===== src/rtl/mempool_pkg.sv =====
// +----------------------------------------------------------------------------+
// | mempool_pkg                                                                |
// | Shared types for the read-only cache control path of the interconnect.     |
// | Revision: 1.0                                                              |
// +----------------------------------------------------------------------------+
`default_nettype none

package mempool_pkg;

    localparam int unsigned ROCacheNumAddrRules = 4;
    localparam int unsigned ROCacheAddrWidth    = 32;

    typedef logic [ROCacheAddrWidth-1:0] ro_cache_addr_t;

    typedef struct packed {
        logic                                      enable;
        logic                                      flush_valid;
        ro_cache_addr_t [ROCacheNumAddrRules-1:0]  start_addr;
        ro_cache_addr_t [ROCacheNumAddrRules-1:0]  end_addr;
    } ro_cache_ctrl_t;

    // Opcode 2'd3 is reserved and intentionally has no literal.
    typedef enum logic [1:0] {
        CMD_SET_EN    = 2'd0,
        CMD_SET_RANGE = 2'd1,
        CMD_FLUSH     = 2'd2
    } ro_cache_cmd_e;

    localparam logic [2:0] c_ST_IDLE      = 3'd0;
    localparam logic [2:0] c_ST_SETTLE    = 3'd1;
    localparam logic [2:0] c_ST_FLUSH_REQ = 3'd2;
    localparam logic [2:0] c_ST_UPDATE    = 3'd3;
    localparam logic [2:0] c_ST_RESTORE   = 3'd4;

endpackage

`default_nettype wire


===== src/rtl/ro_cache_flush_collector.sv =====
// +----------------------------------------------------------------------------+
// | ro_cache_flush_collector                                                   |
// | Sticky per-cache flush acknowledge mask with clear and all-acked flag.     |
// | Revision: 1.0                                                              |
// +----------------------------------------------------------------------------+
`default_nettype none

module ro_cache_flush_collector #(
    parameter int unsigned NumCaches = 4
) (
    input  logic                 clk,
    input  logic                 rst,
    input  logic                 i_sample,
    input  logic                 i_clear,
    input  logic [NumCaches-1:0] i_ready,
    output logic                 o_all_acked
);

    logic [NumCaches-1:0] r_mask;
    logic [NumCaches-1:0] w_seen;

    // Current-cycle acks count so a cache acking late still completes now.
    assign w_seen      = r_mask | i_ready;
    assign o_all_acked = &w_seen;

    always_ff @(posedge clk) begin
        if (rst || i_clear) begin
            r_mask <= '0;
        end else if (i_sample) begin
            r_mask <= w_seen;
        end
    end

endmodule

`default_nettype wire


===== src/rtl/ro_cache_cfg_sequencer.sv =====
// +----------------------------------------------------------------------------+
// | ro_cache_cfg_sequencer                                                     |
// | Sequences enable/range/flush commands and broadcasts the RO cache control. |
// | Revision: 1.0                                                              |
// +----------------------------------------------------------------------------+
`default_nettype none

module ro_cache_cfg_sequencer
    import mempool_pkg::*;
#(
    parameter int unsigned NumCaches    = 4,
    parameter int unsigned AddrWidth    = 32,
    parameter int unsigned NrAddrRules  = ROCacheNumAddrRules,
    parameter int unsigned SettleCycles = 4,
    parameter int unsigned CntWidth     = 16
) (
    input  logic                             clk_i,
    input  logic                             rst_i,
    input  logic                             cmd_valid_i,
    output logic                             cmd_ready_o,
    input  logic [1:0]                       cmd_op_i,
    input  logic                             cmd_enable_i,
    input  logic [NrAddrRules*AddrWidth-1:0] cmd_start_addr_i,
    input  logic [NrAddrRules*AddrWidth-1:0] cmd_end_addr_i,
    input  logic [NumCaches-1:0]             flush_ready_i,
    output ro_cache_ctrl_t                   ro_cache_ctrl_o,
    output logic                             busy_o,
    output logic [CntWidth-1:0]              flush_count_o,
    output logic                             cmd_err_o
);

    localparam int unsigned c_SCW = (SettleCycles > 1) ? $clog2(SettleCycles) : 1;
    localparam logic [c_SCW-1:0] c_SETTLE_INIT = c_SCW'(SettleCycles - 1);

    logic [2:0]                       r_state;
    logic [c_SCW-1:0]                 r_settle_cnt;
    logic                             r_enable;
    logic                             r_en_saved;
    logic                             r_is_range;
    logic [NrAddrRules*AddrWidth-1:0] r_start_addr;
    logic [NrAddrRules*AddrWidth-1:0] r_end_addr;
    logic [NrAddrRules*AddrWidth-1:0] r_pend_start;
    logic [NrAddrRules*AddrWidth-1:0] r_pend_end;
    logic [CntWidth-1:0]              r_flush_count;
    logic                             r_cmd_err;

    logic w_accept;
    logic w_in_flush;
    logic w_all_acked;

    assign cmd_ready_o = (r_state == c_ST_IDLE);
    assign w_accept    = cmd_valid_i && cmd_ready_o;
    assign w_in_flush  = (r_state == c_ST_FLUSH_REQ);

    ro_cache_flush_collector #(
        .NumCaches (NumCaches)
    ) u_flush_collector (
        .clk         (clk_i),
        .rst         (rst_i),
        .i_sample    (w_in_flush),
        .i_clear     (w_in_flush && w_all_acked),
        .i_ready     (flush_ready_i),
        .o_all_acked (w_all_acked)
    );

    always_ff @(posedge clk_i) begin
        if (rst_i) begin
            r_state       <= c_ST_IDLE;
            r_settle_cnt  <= '0;
            r_enable      <= 1'b0;
            r_en_saved    <= 1'b0;
            r_is_range    <= 1'b0;
            r_start_addr  <= '0;
            r_end_addr    <= '0;
            r_pend_start  <= '0;
            r_pend_end    <= '0;
            r_flush_count <= '0;
            r_cmd_err     <= 1'b0;
        end else begin
            r_cmd_err <= 1'b0;
            case (r_state)
                c_ST_IDLE: begin
                    if (w_accept) begin
                        if (cmd_op_i == CMD_SET_EN) begin
                            r_enable <= cmd_enable_i;
                        end else if (cmd_op_i == CMD_SET_RANGE || cmd_op_i == CMD_FLUSH) begin
                            r_en_saved   <= r_enable;
                            r_enable     <= 1'b0;
                            r_is_range   <= (cmd_op_i == CMD_SET_RANGE);
                            r_pend_start <= cmd_start_addr_i;
                            r_pend_end   <= cmd_end_addr_i;
                            r_settle_cnt <= c_SETTLE_INIT;
                            r_state      <= c_ST_SETTLE;
                        end else begin
                            r_cmd_err <= 1'b1;
                        end
                    end
                end
                c_ST_SETTLE: begin
                    if (r_settle_cnt == '0) begin
                        r_state <= c_ST_FLUSH_REQ;
                    end else begin
                        r_settle_cnt <= r_settle_cnt - 1'b1;
                    end
                end
                c_ST_FLUSH_REQ: begin
                    if (w_all_acked) begin
                        r_state <= c_ST_UPDATE;
                    end
                end
                c_ST_UPDATE: begin
                    // Caches are disabled and flushed here, so the range swap is safe.
                    if (r_is_range) begin
                        r_start_addr <= r_pend_start;
                        r_end_addr   <= r_pend_end;
                    end
                    if (r_flush_count != {CntWidth{1'b1}}) begin
                        r_flush_count <= r_flush_count + 1'b1;
                    end
                    r_state <= c_ST_RESTORE;
                end
                c_ST_RESTORE: begin
                    r_enable <= r_en_saved;
                    r_state  <= c_ST_IDLE;
                end
                default: begin
                    r_state <= c_ST_IDLE;
                end
            endcase
        end
    end

    assign ro_cache_ctrl_o.enable      = r_enable;
    assign ro_cache_ctrl_o.flush_valid = w_in_flush;
    assign ro_cache_ctrl_o.start_addr  = r_start_addr;
    assign ro_cache_ctrl_o.end_addr    = r_end_addr;
    assign busy_o                      = (r_state != c_ST_IDLE);
    assign flush_count_o               = r_flush_count;
    assign cmd_err_o                   = r_cmd_err;

endmodule

`default_nettype wire

===== config.mk =====
export PLATFORM = sky130hd
export DESIGN_NAME = ro_cache_cfg_sequencer
export DESIGN_NICKNAME = d
export VERILOG_FILES = /design/src/rtl/mempool_pkg.sv /design/src/rtl/ro_cache_flush_collector.sv /design/src/rtl/ro_cache_cfg_sequencer.sv
export SDC_FILE = /design/constraint.sdc
export NUM_CORES = 1
export LEC_CHECK = 0
export ABC_AREA = 1
export BUFFER_PORTS_ARGS = -buffer_cell sky130_fd_sc_hd__buf_2
export CAP_MARGIN = 20
export CORE_AREA = 2 2 214 216
export CTS_CLUSTER_DIAMETER = 100
export DETAILED_ROUTE_END_ITERATION = 12
export DIE_AREA = 0 0 216 218
export PLACE_DENSITY = 0.68
export RECOVER_POWER = 50
export SYNTH_ARGS = -nofsm -noshare
export SYNTH_HDL_FRONTEND = slang
export SYNTH_SLANG_ARGS = --single-unit

===== constraint.sdc =====
create_clock -name clk_i -period 4.25 [get_ports clk_i]
set_input_delay 0.85 -clock clk_i [delete_from_list [all_inputs] [get_ports clk_i]]
set_output_delay 0.85 -clock clk_i [all_outputs]
set_load 0.005 [all_outputs]

==> flow_summary.toml <==
[outcome]
status = "finished, violations left"
violations = "max-capacitance violations, max-slew violations"

[setup_path]
critPathMaxFanout = 57
end_kind = "flop"
arrival_ns = 3.73
worstPathRequired_ns = 4.73
start_kind = "input pin"
crit-reg2reg-launch = "r_state[1]"
crit_start = "rst_i"
critPathKind = "input pin to flop"

[synth]
synthCells = 2492
ys_top_cells_by_area = "dfxtp_1 55%, nor2_1 11%, a21oi_1 7.0%, nand3_1 6.9%, nand2_1 6.3%"
ys_top_cells_by_count = "552 x nor2_1, 541 x dfxtp_1, 328 x nand2_1"
synth_cell_types = 29
synth_area_per_cell_sq_um = 7.848
synth_nets = 2762
synth_edf_count = 0
ys_async_sr_fraction = 0
ys_warn_count = 0
synth_seq_cells = 541
ys.flop_type = "dfxtp_1"
synth_most_common_cell = "nor2_1"
syn_area_sq_mm = 0.01956
synth_top_area_share = 0.5538
yosys.area.top_type = "dfxtp_1"
ys_seq_area_frac = 0.5538

[timing]
max_freq_mhz = 307.6
period_share = 0.7648
slew_viol_final = 111
relSlewSlack = -0.1443
tns_ns = 0
worstMarginPinSlew_ns = 1.707
rsz0062_at_grt = "false"
period_minus_slack_ns = 3.251
setup_violations = 0
timing.final.hold_violations = 0
finClkSkew_ns = 0.01598

[global_routing]
grt_antenna_before_repair = 9
grt_max_degree = 137
track_usage = 0.2452
grt_pass1_vias = 17595
gr-total-overflow = 0
grt_pass1_wl_mm = 94.58

[cts]
numCtsBuffers = 56
cts_hold_buf = 0
cts-resized-gates = 0
post_cts_buffers = 0
clockBufferDepth = 3
clkSlewWorstSetupHoldPaths_ns = 0.06
cts_tree = "built"
htreeDepth = 2
clock_latency_ns = 0.60
root_buffer = "clkbuf_16"
clock_sinks = 541

[flow_run]
drv_cap = 2

[floorplan]
rows = 78
core_area_sq_mm = 0.04489
die_area_sq_mm = 0.04709
initial_core_util = 0.4356
io_pins = 543
fp.dieH_um = 218
dieWidth_um = 216

[pwr]
power_leakage_nw = 9.622
peakVddDrop_mv = 0.3892
cellPowerDensity_mw_per_mm2 = 470.3

[drt]
routed_wl_mm = 61.18
ant_nets = 0
drc_errors = 0
wire_per_inst_um = 17.19
vias = 18664
first_pass_iters = 5
via_per_inst = 5.243
drt-initial-drc-count = 1688

[cells_and_area]
final_nets = 3182
fin_cells = 3560
syn_to_final_growth_pct = 21.94
final_layout_size_suffix_gt1_frac = 0.1551
nFillCells = 4375

[place]
place.gp.congestion = 0.8671
dp_hpwl_mm = 37.84
port_buffers = 542
place_inst = 3454

[min_path]
hp-start = "u_flush_collector.r_mask[3]"
hold_path_class = "flop to flop"
-- logic make-up after synthesis --
family                   count (synthesis)  synth area share
AND/OR/NAND/NOR                       1166            0.2444
flip-flops                             541            0.5538
AO/OA/AOI/OAI                          539            0.1382
buffers and inverters                  237           0.05880
XOR/XNOR                                 5          0.002240
adder cells (fa/ha/maj)                  4          0.002559
-- report_power, final --
group	internal (mW)	switching, mW	total, mW
clock network	2.81	1.99	4.80
logic	0.289	0.612	0.901
registers	5.35	0.159	5.51
-- cell usage in the layout (no fill, tap or decap), types with 14 or more instances in the layout --
master	Yosys	final
buf_2	64	341
nand2_1	328	327
o21ai_0	89	148
clkbuf_16	0	57
inv_1	29	29
clkbuf_8	0	14
clkbuf_1	94	219
dfxtp_1	541	540
buf_4	44	15
o21ai_1	175	116
nand3_1	270	270
a21oi_1	273	273
nor2_1	552	552
-- metal layers --
metal,global-route usage,up-vias,share of wire
li1,-,9004,-
met1,0.3115,8782,0.41
met2,0.3956,732,0.47
met3,0.07057,140,0.084
met4,0.09247,6,0.035
met5,0,-,0.00067
-- layout make-up --
| class | count | area, sq um | share of cell area |
|---|---|---|---|
| Antenna cell | 7 | 17.52 | 0.0007346 |
| Clock buffer | 91 | 1684 | 0.07062 |
| Clock inverter | 8 | 102.6 | 0.004302 |
| Inverter | 33 | 140.1 | 0.005876 |
| Multi-Input combinational cell | 1714 | 7584 | 0.3180 |
| Sequential cell | 541 | 10830 | 0.4543 |
| Tap cell | 600 | 750.7 | 0.03148 |
| Timing Repair Buffer | 566 | 2734 | 0.1146 |
-- metrics by stage --
step           hold WS [ns]  setup WS, ns  power [mW]  cell area, sq um    util
2_1_floorplan        0.4208         2.101       6.202             19560       -
3_3_place_gp         0.4279         1.545       6.494             22300  0.4968
3_5_place_dp         0.4361         1.507       6.520             22300  0.4968
4_1_cts              0.4412         1.611       11.30             24090  0.5366
5_1_grt              0.4513        0.7457       11.64             23840  0.5311
6_report             0.4461        0.9995       11.22             23850  0.5312
-- state kept, by name, indices dropped and copies added (netlist names), 2 cells and up --
register and count:
r_pend_end 128, r_state 3, u_flush_collector.r_mask 4, r_start_addr 128, r_pend_start 128, flush_count_o 16
r_settle_cnt 2, r_end_addr 128
-- path summary, 6_finish.rpt --
kind / slack [ns] / endpoint / cells past startpoint
worst max-delay path: 1.0 / r_pend_end[100] / 6
worst min-delay path: 0.45 / u_flush_collector.r_mask[3] / 2
worst max register to register: 1.62 / r_end_addr[85] / 5
worst min register to register: 0.45 / u_flush_collector.r_mask[3] / 2
-- critical path: stages --
cell,delay [ns]
clkbuf_8,0.28
clkinvlp_2,1.37
buf_12,0.67
buf_4,0.28
o21ai_1,0.12
nor2_1,0.07
Power figures use the tool's default switching activity.
